**src/rtl/vga_pkg.sv**
```systemverilog
// Shared VGA definitions for the pixel pipeline.
// Holds the active-area geometry (also used by the display driver), the
// 12-bit colour type, the sprite direction encoding and the sprite palette.
package vga_pkg;

    localparam int H_ACTIVE = 640;
    localparam int V_ACTIVE = 480;

    typedef logic [11:0] rgb12_t;

    // Encoded as {dx, dy}: dx=1 means moving left, dy=1 means moving up.
    typedef enum logic [1:0] {
        DR = 2'b00,
        UR = 2'b01,
        DL = 2'b10,
        UL = 2'b11
    } dir_t;

    // Colour cycled on every bounce, indexed by a 2-bit colour index.
    localparam rgb12_t PALETTE [4] = '{12'hF00, 12'h0F0, 12'h00F, 12'hFFF};

endpackage

```
**src/rtl/bounce_axis.sv**
```systemverilog
// One axis of the bouncing sprite: position, direction, clamp and flip.
// Ports:
//   clk    pixel clock
//   reset  synchronous active-low reset (position 0, moving toward LIMIT)
//   upd    one-cycle update strobe from the frame divider
//   pos    current position (top/left edge of the sprite on this axis)
//   flip   combinational: this update reflects off an edge (only with upd)
module bounce_axis #(
    parameter int LIMIT = 608,
    parameter int STEP  = 2
) (
    input  logic       clk,
    input  logic       reset,
    input  logic       upd,
    output logic [9:0] pos,
    output logic       flip
);

    logic [9:0]  pos_q, pos_d;
    logic        neg_q, neg_d;   // 1 = moving toward 0
    logic [10:0] sum;            // 11 bits so the forward step can never wrap

    always_comb begin
        sum   = {1'b0, pos_q} + 11'(STEP);
        pos_d = pos_q;
        neg_d = neg_q;
        flip  = 1'b0;
        if (upd) begin
            if (!neg_q) begin
                if (sum >= 11'(LIMIT)) begin
                    pos_d = 10'(LIMIT);
                    neg_d = 1'b1;
                    flip  = 1'b1;
                end else begin
                    pos_d = sum[9:0];
                end
            end else begin
                // Clamp at 0 before subtracting so the position never underflows.
                if ({1'b0, pos_q} <= 11'(STEP)) begin
                    pos_d = '0;
                    neg_d = 1'b0;
                    flip  = 1'b1;
                end else begin
                    pos_d = pos_q - 10'(STEP);
                end
            end
        end
    end

    always_ff @(posedge clk) begin
        if (!reset) begin
            pos_q <= '0;
            neg_q <= 1'b0;
        end else begin
            pos_q <= pos_d;
            neg_q <= neg_d;
        end
    end

    assign pos = pos_q;

endmodule

```
**src/rtl/bounce_sprite.sv**
```systemverilog
// Bouncing-rectangle pixel colour generator for the VGA display driver.
// The colour path is combinational from row/col so it lines up with the
// driver's same-cycle sampling; motion state advances once per FRAME_DIV
// frames on the last active pixel, i.e. just before blanking.
// Ports:
//   clk     pixel clock shared with the display driver
//   reset   synchronous active-low reset
//   enable  1 = motion runs, 0 = sprite frozen
//   row     active-area row (0..V_ACTIVE-1)
//   col     active-area column (0..H_ACTIVE-1)
//   rgb     colour for the current pixel
//   bounce  one-cycle pulse after any update that reflects off an edge
module bounce_sprite #(
    parameter int          BOX_W     = 32,
    parameter int          BOX_H     = 32,
    parameter int          STEP      = 2,
    parameter int          FRAME_DIV = 1,
    parameter int          H_ACTIVE  = vga_pkg::H_ACTIVE,
    parameter int          V_ACTIVE  = vga_pkg::V_ACTIVE,
    parameter logic [11:0] BG_COLOR  = 12'h000
) (
    input  logic        clk,
    input  logic        reset,
    input  logic        enable,
    input  logic [9:0]  row,
    input  logic [9:0]  col,
    output logic [11:0] rgb,
    output logic        bounce
);

    import vga_pkg::*;

    localparam int XMAX  = H_ACTIVE - BOX_W;
    localparam int YMAX  = V_ACTIVE - BOX_H;
    localparam int DIV_W = (FRAME_DIV > 1) ? $clog2(FRAME_DIV) : 1;

    logic             eof, tick, upd, any_flip;
    logic             flip_x, flip_y;
    logic [9:0]       x_pos, y_pos;
    logic [DIV_W-1:0] div_q, div_d;
    logic [1:0]       idx_q, idx_d;
    logic             bounce_q, bounce_d;
    logic [10:0]      col_x, row_y, x_hi, y_hi;
    logic             in_box;

    bounce_axis #(.LIMIT(XMAX), .STEP(STEP)) u_x (
        .clk   (clk),
        .reset (reset),
        .upd   (upd),
        .pos   (x_pos),
        .flip  (flip_x)
    );

    bounce_axis #(.LIMIT(YMAX), .STEP(STEP)) u_y (
        .clk   (clk),
        .reset (reset),
        .upd   (upd),
        .pos   (y_pos),
        .flip  (flip_y)
    );

    // The driver parks row/col at 0,0 during blanking, so the last active
    // pixel is the only unambiguous once-per-frame marker.
    always_comb begin
        eof      = (row == 10'(V_ACTIVE - 1)) && (col == 10'(H_ACTIVE - 1));
        tick     = enable && eof;
        upd      = tick && (div_q == DIV_W'(FRAME_DIV - 1));
        div_d    = div_q;
        if (tick) begin
            div_d = upd ? '0 : div_q + DIV_W'(1);
        end
        // A corner hit flips both axes but still counts as one bounce.
        any_flip = flip_x || flip_y;
        idx_d    = idx_q + 2'(any_flip);
        bounce_d = any_flip;
    end

    always_ff @(posedge clk) begin
        if (!reset) begin
            div_q    <= '0;
            idx_q    <= '0;
            bounce_q <= 1'b0;
        end else begin
            div_q    <= div_d;
            idx_q    <= idx_d;
            bounce_q <= bounce_d;
        end
    end

    // 11-bit compares so x+BOX_W near the right edge cannot wrap.
    always_comb begin
        col_x  = {1'b0, col};
        row_y  = {1'b0, row};
        x_hi   = {1'b0, x_pos} + 11'(BOX_W);
        y_hi   = {1'b0, y_pos} + 11'(BOX_H);
        in_box = (col_x >= {1'b0, x_pos}) && (col_x < x_hi) &&
                 (row_y >= {1'b0, y_pos}) && (row_y < y_hi);
        rgb    = in_box ? PALETTE[idx_q] : BG_COLOR;
    end

    assign bounce = bounce_q;

endmodule
```
**config.mk**
```make
export PLATFORM = sky130hd
export DESIGN_NAME = bounce_sprite
export DESIGN_NICKNAME = d
export VERILOG_FILES = /design/src/rtl/vga_pkg.sv /design/src/rtl/bounce_axis.sv /design/src/rtl/bounce_sprite.sv
export SDC_FILE = /design/constraint.sdc
export NUM_CORES = 1
export LEC_CHECK = 0
export BUFFER_PORTS_ARGS = -buffer_cell sky130_fd_sc_hd__buf_4
export CORE_ASPECT_RATIO = 1.25
export CORE_MARGIN = 2
export CORE_UTILIZATION = 60
export DETAILED_ROUTE_END_ITERATION = 8
export GPL_ROUTABILITY_DRIVEN = 0
export PLACE_DENSITY = 0.82
export SLEW_MARGIN = 25
export SYNTH_ARGS = -nofsm -noshare
export SYNTH_HDL_FRONTEND = slang
export SYNTH_HIERARCHICAL = 1
export SYNTH_SLANG_ARGS = --single-unit
```
**constraint.sdc**
```tcl
create_clock -name clk -period 4.5 [get_ports clk]
set_input_delay 1.125 -clock clk [delete_from_list [all_inputs] [get_ports clk]]
set_output_delay 1.125 -clock clk [all_outputs]
set_load 0.05 [all_outputs]
```
Word level (Yosys, flattened, before mapping)
Index checks and enable logic that the tools add are counted.
{"block": "classes", "n_addsub": 8, "order_cmp": 9, "eq_ne": 2, "muxes": 23, "bitwise_logic": 2, "n_reduce_logical": 7}
{"op": "two-way mux 10 bit", "n": 6}
{"op": "two-way mux 12 bit", "n": 3}
{"op": "binary-select mux 12 bit (select 2 bit)", "n": 1}
{"op": "adder 10 x 2 -> 11 bit (second input constant)", "n": 2}
{"op": "adder 10 x 6 -> 11 bit (second input constant)", "n": 2}
{"op": "less-than comparator 10 x 11 -> 1 bit", "n": 2}
{"op": ">= comparator 10 bit", "n": 2}
{"op": "<= comparator 10 x 2 -> 1 bit (second input constant)", "n": 2}
{"op": "subtractor 10 x 2 -> 10 bit (second input constant)", "n": 2}
{"op": "two-way mux 1 bit", "n": 13}
{"op": ">= comparator 11 x 10 -> 1 bit (second input constant)", "n": 1}
{"op": ">= comparator 11 x 9 -> 1 bit (second input constant)", "n": 1}
{"op": "== test 10 bit (second input constant)", "n": 1}
{"op": "== test 10 x 9 -> 1 bit (second input constant)", "n": 1}
{"op": "logical AND 1 bit", "n": 6}
{"op": ">= comparator 3 bit (second input constant)", "n": 1}
{"op": "NOT 2 -> 3 bit", "n": 1}
{"op": "adder 2 x 1 -> 2 bit", "n": 1}
{"op": "adder 1 bit (second input constant)", "n": 1}
{"op": "logical OR 1 bit", "n": 1}
{"op": "NOT 1 bit", "n": 1}
{"block": "totals", "reg_bits": 26, "inputBits": 23, "output_inout_bits": 13}

Logic depth before layout (Yosys ltp)
{"block": "depth", "ltp_word": 7, "depth_mapped": 11, "depth_no_buf": 10}

Hierarchy
Netlist, hierarchy kept.
{"module": "bounce_sprite", "instances": 1, "cells_per_inst": 153, "area_each_um2": 1163.6, "seq_area_each_um2": 80.1}
{"module": "bounce_axis at u_x", "instances": 1, "cells_per_inst": 130, "area_each_um2": 979.7, "seq_area_each_um2": 200.2}
{"module": "bounce_axis at u_y", "instances": 1, "cells_per_inst": 115, "area_each_um2": 914.6, "seq_area_each_um2": 200.2}

Least setup slack after synthesis
OpenSTA, ideal clock, no wires.
{"block": "synth_path", "path_kind": "input to output", "start": "input col[8]", "end": "output rgb[10]", "arrival_time_ns": 4.071, "required_ns": 3.375, "path_slack_ns": -0.696, "cell_stages": 7, "path_cell_list": "ha_1 > a21o_1 > a21oi_1 > o22a_1 > o41ai_1 > nor4_1 > buf_4"}
{"block": "synth_via", "elab_chain_cells": 5}
{"item": "start: declaration", "line": "bounce_sprite.sv:26", "source": "input logic [9:0] col,"}
{"item": "less-than comparator 10 x 11 -> 1 bit / >= comparator 10 bit (equally long branches)", "line": "bounce_sprite.sv:96", "source": "in_box = (col_x >= {1'b0, x_pos}) && (col_x < x_hi) &&"}
{"item": "logical AND 1 bit * (2 in series)", "line": "bounce_sprite.sv:96"}
{"item": "logical AND 1 bit *", "line": "bounce_sprite.sv:97", "source": "(row_y >= {1'b0, y_pos}) && (row_y < y_hi);"}
{"item": "two-way mux 12 bit *", "line": "bounce_sprite.sv:98", "source": "rgb = in_box ? PALETTE[idx_q] : BG_COLOR;"}
{"item": "end: declaration", "line": "bounce_sprite.sv:27", "source": "output logic [11:0] rgb,"}
Mark *: on every way between the ends. The rest lies on a longest branch, timed or not.

Worst setup path after layout
{"block": "layout_path", "start": "register u_x.pos_q[7] (netlist: u_x/pos[7])", "end": "output rgb[7]"}
{"block": "layout_via", "elab_chain_cells": 6}
{"item": "start: declaration", "line": "bounce_axis.sv:19", "source": "logic [9:0] pos_q, pos_d;"}
{"item": "start signal: assignment", "line": "bounce_axis.sv:55", "source": "pos_q <= pos_d;"}
{"item": "adder 10 x 6 -> 11 bit", "line": "bounce_sprite.sv:94", "source": "x_hi = {1'b0, x_pos} + 11'(BOX_W);"}
{"item": "less-than comparator 10 x 11 -> 1 bit", "line": "bounce_sprite.sv:96"}
{"item": "logical AND 1 bit * (2 in series)", "line": "bounce_sprite.sv:96"}
{"item": "logical AND 1 bit *", "line": "bounce_sprite.sv:97"}
{"item": "two-way mux 12 bit *", "line": "bounce_sprite.sv:98"}
Marked as above.

==> results.py <==
metrics = {
    "outcome": {
        "status": "finished, final reports clean",
    },
    "logic_synthesis": {
        "yosysTopAreaCellShare_pct": 16.0,
        "yosys_warnings": 6,
        "ys_top_cells_by_count": "39 x ha_1, 35 x inv_1, 27 x o21ai_0",
        "seq_area_frac_synth_pct": 15.7,
        "ys.flop_type": "dfxtp_1",
        "ys_ff_latch": 24,
        "synthArstFlopShare_pct": 0,
        "synth_area_leaders": "ha_1 16%, dfxtp_1 16%, o21ai_0 4.4%, inv_1 4.3%, a21oi_1 4.1%",
        "synth_area_sq_mm": 0.00306,
        "yosysMostFrequentCell": "ha_1",
        "synth_cells": 398,
        "synth-edff-count": 0,
        "post_synth_num_cell_types": 79,
        "syn_nets": 460,
        "syn_area_per_cell_sq_um": 7.68,
        "synth_area_leader_cell": "ha_1",
    },
    "cells_and_area": {
        "fin_nets": 473,
        "finalInstanceArea_sq_mm": 0.00330,
        "syn_to_final_growth_pct": 8.02,
        "diodes": 0,
        "final_layout_size_suffix_gt1_share_pct": 15.6,
        "nFillCells": 428,
        "multi_input_area_sq_mm": 0.00226,
        "ff_latch_area_sq_um": 480,
    },
    "global_routing": {
        "grt_overflow_total": 0,
        "first_global_vias": 2827,
        "grt_start_max_net_pins": 39,
        "antenna_found_initial": 0,
        "grt_usage_pct": 26.1,
        "grt_pass1_wl_um": 12100,
    },
    "sta": {
        "max_freq_mhz": 242,
        "slew_viol_final": 0,
        "whs_ns": 0.506,
        "rsz0062_at_grt": "no",
        "setup_violations": 0,
        "period_minus_slack_ns": 4.14,
        "period_share_pct": 92.0,
        "finalHoldViolCount": 0,
        "fin_skew_ns": 0.00318,
        "fin_tns_setup_ns": 0,
        "worst-slew-pin-transition_ns": 0.654,
        "slew_headroom_pct": 55.8,
    },
    "route": {
        "drt-wirelength-per-cell_um": 15.4,
        "vias": 2990,
        "drtAntennaViolNets": 0,
        "viasPerCell": 6.33,
        "wirelength_um": 7280,
        "drt_iter0_markers": 170,
        "drc": 0,
        "dr.pass1.iters": 5,
    },
    "cts": {
        "cts_buffer_depth": 2,
        "cts_resized": 0,
        "cts_root_buffer": "clkbuf_8",
        "htreeDepth": 1,
        "clk_latency_ns": 0.28,
        "cts_buffers": 3,
        "ctsHoldBuffers": 0,
        "cts_tree": "built",
        "cts.clk_slew.worst_paths_ns": 0.09,
        "cts.sinks": 24,
        "post_cts_buffers": 0,
    },
    "floorplanning": {
        "fp.dieW_um": 67.9,
        "ios": 36,
        "design.die.area_sq_mm": 0.00569,
        "rows": 29,
        "die_y_um": 83.8,
        "core_sq_mm": 0.00501,
        "start_util_pct": 61.1,
    },
    "setup_path": {
        "r2r-start": "u_x/pos[1]$_SDFFE_PN0P_",
        "slowest_stage": "dfxtp_1",
        "critPathCaptureType": "output port",
        "arrival_ns": 3.02,
        "critPathMaxFanout": 13,
        "path_class": "flip-flop to output port",
        "start_kind": "flip-flop",
        "required_ns": 3.38,
        "cp_cell_sequence": "and3_1, xnor2_1, ha_1, a21o_1, a21oi_1, o22a_1, o41ai_1, nor4_1, buf_4",
        "r2r_cells": 10,
        "reg2reg_to": "idx_q[1]$_SDFF_PN0_",
        "cpPeakStageDelay_ns": 0.63,
        "rrSetupSlack_ns": 1.52,
    },
    "placement": {
        "hpwl_um": 5420,
        "port_buffers": 35,
        "place_area_sq_mm": 0.00323,
    },
    "pwr": {
        "p_sw_w": 0.000118,
        "power_density_mw_per_mm2": 146,
        "sw_frac_of_total_pct": 24.4,
        "leakagePower_nw": 1.34,
        "seq_power_share_pct": 43.9,
        "p_clk_share_pct": 41.0,
        "max-vdd-ir-drop_mv": 0.101,
        "p_int_w": 0.000366,
        "finalPower_w": 0.000484,
        "combPwrFrac_pct": 15.1,
    },
    "worst_hold_path": {
        "min_to": "div_q$_SDFFE_PN0P_",
        "hold_depth": 1,
        "hold_path.class": "flip-flop to flip-flop",
        "min_from": "div_q$_SDFFE_PN0P_",
    },
    "job": {
        "maxCapViolations": 0,
    },
}
==> routing by layer <==
layer	part of all wire, %	up-vias	routed length [um]	global-route usage (%)
li1	-	1484	-	-
met1	45	1387	3250	34.3
met2	48	114	3530	43.8
met3	6.1	5	442	2.97
met4	0.78	0	57	7.82
met5	0	-	0	0
==> power by group through the flow <==
stage | logic, W | registers (W) | clock network (W)
floorplan | 0.0000433 | 0.000217 | 0
global placement | 0.0000692 | 0.000217 | 0
detailed placement | 0.0000718 | 0.000217 | 0
CTS | 0.0000722 | 0.000212 | 0.000201
global route | 0.0000817 | 0.000212 | 0.000208
finish | 0.0000730 | 0.000212 | 0.000198
==> per-stage QoR <==
stage | setup WS [ns] | instances | util (%)
2_1_floorplan | -0.696 | 398 | -
3_3_place_gp | 0.427 | 468 | 64.5
3_5_place_dp | 0.396 | 468 | 64.5
4_1_cts | 0.350 | 472 | 66.0
5_1_grt | 0.101 | 472 | 66.0
6_report | 0.359 | 472 | 66.0
==> sequential cells by signal, indices dropped and copies added, names as in the netlist <==
| register | count |
|---|---|
| bounce | 1 |
| u_y/pos | 9 |
| u_y/neg_q | 1 |
| u_x/pos | 9 |
| div_q | 1 |
| u_x/neg_q | 1 |
| idx_q | 2 |
==> cell type report <==
cell class / count / share of cell area, %
multi-input cells: 308 / 68.3
inverters: 37 / 4.20
clock inverters: 1 / 0.909
clock buffers: 3 / 1.25
flip-flops and latches: 24 / 14.5
well taps: 62 / 2.35
repair buffers: 37 / 8.41
==> worst max-delay path: cells and delay by family, from the launching register on <==
kind | cells | cell delay (ns)
adders and majority gates | 1 | 0.27
AOI/OAI and AO/OA | 4 | 0.59
xor gates and xnor gates | 1 | 0.14
buffers and inverters | 1 | 0.31
and+or+nand+nor | 2 | 0.81
DFF | 1 | 0.63
==> worst max path at each step <==
stage                            startpoint  endpoint  slack (ns)  depth (start not counted)
finish              u_x/pos[7]$_SDFFE_PN0P_    rgb[7]        0.36                          9
global route        u_x/pos[7]$_SDFFE_PN0P_    rgb[8]        0.10                          9
CTS                 u_x/pos[7]$_SDFFE_PN0P_    rgb[2]        0.35                          9
detailed placement                   col[7]    rgb[2]        0.40                          8
global placement                     row[4]    rgb[6]        0.43                          8
floorplan                            col[8]   rgb[10]       -0.70                          7
==> placed cells by master, fill, tap and decap left out, drive strengths merged, types with 4 or more instances in the layout <==
cell type / netlist / final
ha: 39 / 39
buf: 19 / 37
inv: 36 / 36
o21ai: 30 / 30
nand2: 26 / 26
a21oi: 26 / 26
dfxtp: 24 / 24
nand3: 17 / 17
nor2: 15 / 15
nor3: 15 / 15
nand4: 11 / 11
xnor2: 10 / 10
a31oi: 8 / 8
and3: 7 / 7
o21a: 7 / 7
a21o: 7 / 7
a211oi: 6 / 6
nor4: 6 / 6
nand2b: 5 / 5
or3: 4 / 4
and2: 4 / 4
xor2: 4 / 4
and4: 4 / 4
==> logic make-up (layout without fill, tap and decap cells) <==
group | Yosys count | in the layout | share of synthesized area [%]
and+or+nand+nor | 129 | 129 | 24.6
AOI/OAI and AO/OA | 123 | 123 | 28.6
buffers and inverters | 66 | 78 | 10.6
adders and majority gates | 39 | 39 | 16.0
DFF | 24 | 24 | 15.7
xor gates and xnor gates | 14 | 14 | 4.01
other | 2 | 2 | 0.246
muxes | 1 | 1 | 0.327
(Power assumes the default switching activity.)
